## src/rtl/lemming_pkg.sv

```systemverilog
// rtl/lemming_pkg.sv - shared state encoding, constants and output decode for the lemming FSM
package lemming_pkg;

   // Longest fall (in clock cycles) a lemming survives unless overridden
   localparam int DEFAULT_SPLAT_CYCLES = 20;

   // Fall counter width; holds up to SPLAT_CYCLES+1 for the legal range 1..62
   localparam int FALL_CNT_W = 6;

   // SPLAT is only ever entered when the splat feature is compiled in
   typedef enum logic [2:0] {
      WL    = 3'd0,
      WR    = 3'd1,
      FL    = 3'd2,
      FR    = 3'd3,
      DL    = 3'd4,
      DR    = 3'd5,
      SPLAT = 3'd6
   } lemming_state_t;

   // One-hot motion outputs; all zero only in SPLAT
   typedef struct packed {
      logic walk_left;
      logic walk_right;
      logic aaah;
      logic digging;
   } lemming_motion_t;

   // Moore decode of the motion outputs from a state
   function automatic lemming_motion_t decode_motion(input lemming_state_t s);
      lemming_motion_t m;
      m = '0;
      case (s)
         WL:      m.walk_left  = 1'b1;
         WR:      m.walk_right = 1'b1;
         FL, FR:  m.aaah       = 1'b1;
         DL, DR:  m.digging    = 1'b1;
         default: m = '0;
      endcase
      return m;
   endfunction

   // True while the lemming is in free fall
   function automatic logic is_falling(input lemming_state_t s);
      return (s == FL) || (s == FR);
   endfunction

endpackage

```

## src/rtl/lemming_fsm_fall_timer.sv

```systemverilog
// rtl/lemming_fsm_fall_timer.sv - saturating fall-length counter with over-limit flag
module fall_timer
   import lemming_pkg::*;
#(
   parameter int SPLAT_CYCLES = DEFAULT_SPLAT_CYCLES
)
(
   input  logic clk,
   input  logic areset,
   input  logic falling,
   output logic over_limit
);

   localparam logic [FALL_CNT_W-1:0] CNT_MAX   = FALL_CNT_W'(SPLAT_CYCLES + 1);
   localparam logic [FALL_CNT_W-1:0] CNT_LIMIT = FALL_CNT_W'(SPLAT_CYCLES);

   // cnt_q holds the number of fall cycles already completed, so the
   // fall cycle in progress is cnt_q + 1 (first aaah cycle is cycle 1).
   logic [FALL_CNT_W-1:0] cnt_q;
   logic [FALL_CNT_W-1:0] cnt_d;

   // Clear outside a fall, otherwise count up and stick at SPLAT_CYCLES+1
   always_comb begin
      cnt_d = cnt_q;
      if (!falling) begin
         cnt_d = '0;
      end else if (cnt_q != CNT_MAX) begin
         cnt_d = cnt_q + 1'b1;
      end
   end

   // Counter register
   always_ff @(posedge clk) begin
      if (areset) begin
         cnt_q <= '0;
      end else begin
         cnt_q <= cnt_d;
      end
   end

   // Current fall cycle (cnt_q + 1) exceeds SPLAT_CYCLES
   assign over_limit = falling && (cnt_q >= CNT_LIMIT);

endmodule

```

## src/rtl/lemming_fsm.sv

```systemverilog
// rtl/lemming_fsm.sv - Moore lemming walker FSM; LEMMING_SPLAT_EN adds fatal-fall detection
module lemming_fsm
   import lemming_pkg::*;
#(
   parameter int SPLAT_CYCLES = DEFAULT_SPLAT_CYCLES
)
(
   input  logic clk,
   input  logic areset,
   input  logic bump_left,
   input  logic bump_right,
   input  logic ground,
   input  logic dig,
   output logic walk_left,
   output logic walk_right,
   output logic aaah,
   output logic digging
`ifdef LEMMING_SPLAT_EN
   ,
   output logic splat
`endif
);

   // Reject out-of-range fall limits at elaboration
   if ((SPLAT_CYCLES < 1) || (SPLAT_CYCLES > 62)) begin : g_bad_splat_cycles
      $error("lemming_fsm: SPLAT_CYCLES must be within 1..62");
   end

   lemming_state_t  state_q;
   lemming_state_t  state_d;
   lemming_motion_t motion_q;

`ifdef LEMMING_SPLAT_EN
   logic falling;
   logic over_limit;
   logic splat_q;

   assign falling = is_falling(state_q);

   fall_timer #(
      .SPLAT_CYCLES (SPLAT_CYCLES)
   ) u_fall_timer (
      .clk        (clk),
      .areset     (areset),
      .falling    (falling),
      .over_limit (over_limit)
   );
`endif

   // Next-state logic: falling beats digging beats bumping in the walk states
   always_comb begin
      state_d = state_q;
      case (state_q)
         WL: begin
            if (!ground) begin
               state_d = FL;
            end else if (dig) begin
               state_d = DL;
            end else if (bump_left) begin
               // covers the both-bumps case as well
               state_d = WR;
            end
         end
         WR: begin
            if (!ground) begin
               state_d = FR;
            end else if (dig) begin
               state_d = DR;
            end else if (bump_right) begin
               state_d = WL;
            end
         end
         DL: begin
            if (!ground) begin
               state_d = FL;
            end
         end
         DR: begin
            if (!ground) begin
               state_d = FR;
            end
         end
         FL: begin
            if (ground) begin
`ifdef LEMMING_SPLAT_EN
               state_d = over_limit ? SPLAT : WL;
`else
               state_d = WL;
`endif
            end
         end
         FR: begin
            if (ground) begin
`ifdef LEMMING_SPLAT_EN
               state_d = over_limit ? SPLAT : WR;
`else
               state_d = WR;
`endif
            end
         end
`ifdef LEMMING_SPLAT_EN
         SPLAT: begin
            // absorbing until reset
            state_d = SPLAT;
         end
`endif
         default: begin
            state_d = WL;
         end
      endcase
   end

   // State and registered Moore outputs; reset wins over every input
   always_ff @(posedge clk) begin
      if (areset) begin
         state_q  <= WL;
         motion_q <= decode_motion(WL);
`ifdef LEMMING_SPLAT_EN
         splat_q  <= 1'b0;
`endif
      end else begin
         state_q  <= state_d;
         motion_q <= decode_motion(state_d);
`ifdef LEMMING_SPLAT_EN
         splat_q  <= (state_d == SPLAT);
`endif
      end
   end

   assign walk_left  = motion_q.walk_left;
   assign walk_right = motion_q.walk_right;
   assign aaah       = motion_q.aaah;
   assign digging    = motion_q.digging;
`ifdef LEMMING_SPLAT_EN
   assign splat      = splat_q;
`endif

endmodule

```

## config.mk

```make
export PLATFORM = sky130hd
export DESIGN_NAME = lemming_fsm
export DESIGN_NICKNAME = d
export VERILOG_FILES = /design/src/rtl/lemming_pkg.sv /design/src/rtl/lemming_fsm_fall_timer.sv /design/src/rtl/lemming_fsm.sv
export SDC_FILE = /design/constraint.sdc
export NUM_CORES = 1
export LEC_CHECK = 0
export BUFFER_PORTS_ARGS = -buffer_cell sky130_fd_sc_hd__buf_2
export CORE_AREA = 2 2 39 41
export CTS_CLUSTER_DIAMETER = 80
export CTS_CLUSTER_SIZE = 10
export DETAILED_ROUTE_END_ITERATION = 10
export DIE_AREA = 0 0 41 43
export GPL_TIMING_DRIVEN = 0
export MAX_ROUTING_LAYER = met4
export PLACE_DENSITY = 0.33
export SYNTH_ARGS = -nofsm -noshare
export SYNTH_HDL_FRONTEND = slang
export SYNTH_SLANG_ARGS = --single-unit
```

## constraint.sdc

```tcl
create_clock -name clk -period 1.6 [get_ports clk]
set_input_delay 0.32 -clock clk [delete_from_list [all_inputs] [get_ports clk]]
set_output_delay 0.32 -clock clk [all_outputs]
set_load 0.01 [all_outputs]
```

# After elaboration in Yosys (flattened, before gate mapping)
# Index checks and enable logic that the tools add are counted.
totals:
  input_bits: 6
  rom_bits: 0
  mem_count: 0
  latchBits: 0
  word_cells: 34
  register_bits: 7
  mem_bits_rw: 0
  out_inout_bits: 4
op_classes:
  n_lt_le_gt_ge: 0
  n_eq_ne: 10
  mul: 0
  reduce_logical: 4
  muxes: 15
  addsub: 0
  n_shift: 0
  bitwise: 0
  div_mod_pow: 0
ops:
  columns: ["op", "count"]
  rows:
  - ["two-way mux 3 bit", 10]
  - ["case mux 3 bit (6 select lines)", 1]
  - ["equality test 3 x 2 -> 1 bit, second input constant", 4]
  - ["equality test 3 bit, second input constant", 4]
  - ["equality test 3 x 1 -> 1 bit, second input constant", 2]
  - ["zero test 3 bit", 2]
  - ["two-way mux 1 bit", 4]
  - ["OR reduction 2 bit", 2]

# Logic depth before layout (Yosys ltp)
logic_depth:
  depth_word: 7
  mapped_depth: 3
  depth_no_buf: 3

# Worst setup path before layout
# OpenSTA, ideal clock, no wires.
synth_timing:
  kind: "reg2reg"
  from: "reg state_q[1]"
  to: "reg motion_q (netlist bit walk_left)"
  setup_time_ns: 0.122
  n_path_buf: 0
  t_arrival_ns: 1.046
  synth_period_minus_slack_ns: 1.168
  setup_slack_ns: 0.432
  stages_incl_launch_ff: 4
  required_ns: 1.478
  path_cell_list: "dfxtp_1 nor4b_2 a21oi_1 o32a_1"
synth_via:
  elab_chain_cells: 6
  word_cells_on_any_way: 19
  classes_between: "eq/ne: 5; mux: 12; reduce/logical: 2"
synth_lines:
  columns: ["item", "line", "rtl"]
  rows:
  - ["from (decl)", "lemming_fsm.sv:29", "lemming_state_t state_q;"]
  - ["from (signal assigned)", "lemming_fsm.sv:122", "state_q <= state_d;"]
  - ["two-way mux 3 bit (on tied branches)", "lemming_fsm.sv:69, lemming_fsm.sv:59", null]
  - ["two-way mux 3 bit (on tied branches)", "lemming_fsm.sv:67, lemming_fsm.sv:57", null]
  - ["two-way mux 3 bit (on tied branches)", "lemming_fsm.sv:65, lemming_fsm.sv:55", null]
  - ["case mux 3 bit (6 select lines) *", "lemming_fsm.sv:53", "case (state_q)"]
  - ["zero test 3 bit *", "lemming_pkg.sv:33", "case (s)"]
  - ["two-way mux 1 bit *", "lemming_pkg.sv:33", null]
  - ["to (signal assigned)", "lemming_fsm.sv:117", "motion_q <= decode_motion(WL);"]
  - ["to (signal assigned)", "lemming_fsm.sv:123", "motion_q <= decode_motion(state_d);"]
  - ["to (decl)", "lemming_fsm.sv:31", "lemming_motion_t motion_q;"]
# Every way passes the cells marked *; elsewhere a longest branch is shown, timed or not.
# A chain may end at the register's enable or synchronous reset.

# Worst setup path after layout
# Ends and elaborated chain as after synthesis.

==> summary.md <==
| Metric | Value |
|---|---|
| Slew Limit Fails | `0` |
| First-pass GRT wire length | `655 um` |
| Starting Density | `17.3%` |
| CP Max Fanout | `5` |
| Clock root buffer | `clkbuf_4` |
| First-pass DRT Iterations | `4` |
| Leak Pwr | `0.000141 uW` |
| Port-buffer cells | `9` |
| CTS Sinks | `7` |
| Max_cap viols | `0` |
| Worst slack, placed | `263 ps` |
| Startpoint types | `flip-flop` |
| Worst r2r src | `state_q[1]` |
| Post-Syn Area | `239 um2` |
| Yosys cell types | `10` |
| Initial antenna violation count | `0` |
| Largest net degree at the start of global routing | `7` |
| Final hold violations | `0` |
| Die Area | `1760 um2` |
| Number of global-route vias before repair | `185` |
| Min setup slack post-route | `302 ps` |
| RSZ-0062 raised after global routing | `false` |
| Compound-Gate Fraction of Synth Area | `14.1%` |
| Antenna diodes | `0` |
| Fin nets | `40` |
| Met2 Use GR | `7.50%` |
| Final wirelength | `446 um` |
| Synth Area in XOR/XNOR | `0%` |
| Synthesis Warnings | `0` |
| Cts hold-fix bufs | `0` |
| Die Ht | `43 um` |
| Vias per cell | `4.04` |
| Finish-stage setup viols | `0` |
| Antenna Nets Post-Route | `0` |
| Status | `complete, no violations` |
| Min-Delay Path Class | `input port to flip-flop` |
| Synthesized instance count | `20` |
| Final period util | `81.1%` |
| Die Width | `41 um` |
| H-Tree Depth | `1` |
| FILL cells | `150` |
| Kind of critical path | `flip-flop to flip-flop` |
| WP data arrival | `1430 ps` |
| Worst slew pin tran | `277 ps` |
| Clock transition at path regs | `50 ps` |
| Hold worst-path end | `state_q[1]` |
| Post-Synth Adder-Cell Area | `0%` |
| Most common cell after layout, fill and taps aside | `buf_2` |
| Syn_area_per_cell | `11.9 um2` |
| Syn_nets | `26` |
| Clock Tree Buf Depth | `2` |
| Row cnt | `14` |
| Most frequent cells in the layout | `buf_2 (9), dfxtp_1 (7), nor2_1 (3), nor4b_1 (3), clkbuf_4 (3)` |
| Total CTS buffers | `3` |
| # IOs | `10` |
| Detailed-route wire length per cell | `9.10 um` |
| Largest family of logic cells by synthesized area | `simple AND/OR/NAND/NOR gates` |
| GRT overflow | `0` |
| Synth-to-layout area growth | `38.2%` |
| PD cells | `1150 nW/um2` |
| Crit. End Element | `flip-flop` |
| Worst r2r dst | `walk_left` |
| GRT met1 Usage | `6.47%` |
| Simple-gate share of the synthesized area | `27.2%` |
| R2R cell count | `3` |
| Initial DRC Count | `6` |
| R2r setup slk | `300 ps` |
| Layout Cells excl Fill | `49` |
| Slew HR | `81.5%` |
| Hold_sp | `ground` |
| Hold path cells | `2` |
| Share of layout cells above drive strength 1 | `48.5%` |
| Min Tclk post-route | `1300 ps` |
| Synth Register Bits | `7` |
| Clock Skews | `3.31 ps` |
| Aggregate global-route resource usage | `6.70%` |
| Detailed-placement wirelength estimate | `361 um` |
| Setup TNS | `0 ps` |
| Setup Buffers After CTS | `0` |
| Routing usage on met3 | `3.14%` |
| DRC errors left | `0` |
| Core Area | `1380 um2` |
| CTS tree | `yes` |
| Global routing's busiest layer | `met4` |
| Hold_ws | `287 ps` |
| GP Congestion | `0.551` |
| Worst Path Required | `1730 ps` |
| Worst-Skew Late Latency | `250 ps` |
| Seq/Total Area, Yosys | `58.6%` |
| Via Count | `198` |
| Worst VDD drop | `0.356 mV` |
| Post-CTS sizing | `0` |
| Placed Cells | `45` |
| Max Fclk | `0.770 GHz` |
| Post-synthesis mux area share | `0%` |
==> state kept, by name, summed over array words and instances (netlist names) <==
| signal | count |
|---|---|
| walk_left | 1 |
| aaah | 1 |
| walk_right | 1 |
| digging | 1 |
| state_q | 3 |
==> cell families after synthesis <==
logic type / Yosys count
DFF: 7
and+or+nand+nor: 9
AOI/OAI and AO/OA: 4
==> worst max-delay path by stage <==
stage,startpoint,to,slack [ps],cells after the start
floorplan,state_q[1],walk_left,430,3
global placement,ground,walk_left,290,4
detailed placement,ground,walk_left,260,4
CTS,state_q[1],walk_left,290,3
global route,state_q[1],walk_left,220,3
finish,state_q[1],walk_left,300,3
==> synth_stat cells <==
master,n,share of area (%)
nor3_1,1,2.1
nor2_1,3,4.7
o22a_2,1,4.2
dfxtp_1,7,59
nor4b_2,1,6.3
o32a_1,1,4.2
a21oi_1,1,2.1
a21o_2,1,3.7
and3_2,1,3.1
nor4b_1,3,11
==> worst max-delay path: stages (launching register included) <==
cell     delay (ps)
dfxtp_1         340
nor4b_2         340
a21oi_1         150
o32a_1          340
==> through the flow <==
stage          instance area [um2]  power, uW  utilization [%]
5_1_grt                        330        405             23.9
4_1_cts                        330        391             23.9
3_5_place_dp                   304        229             22.0
6_report                       330        381             23.9
2_1_floorplan                  239        212                -
3_3_place_gp                   304        228             22.0
==> cell type report <==
class | instances | area (um2) | area share (%)
clock buffer | 4 | 26.3 | 7.95
multi-input combinational | 13 | 98.8 | 29.9
sequential | 7 | 140 | 42.4
tap | 16 | 20.0 | 6.06
timing repair buffer | 9 | 45.0 | 13.6
==> power breakdown <==
group / internal [uW] / total (uW) / leakage (uW) / switching [uW]
logic: 19.0 / 36.0 / 0.0000684 / 17.0
clock network: 94.9 / 156 / 0.0000150 / 61.3
registers: 184 / 189 / 0.0000577 / 4.63
==> routing by layer <==
| metal | up-vias | part of all wire [%] | wire length, um |
|---|---|---|---|
| li1 | 103 | - | - |
| met1 | 85 | 45 | 199 |
| met2 | 8 | 42 | 187 |
| met3 | 2 | 12 | 54 |
| met4 | 0 | 0.90 | 4 |
| met5 | - | 0 | 0 |
No activity file was read; power rests on OpenSTA's default activity.
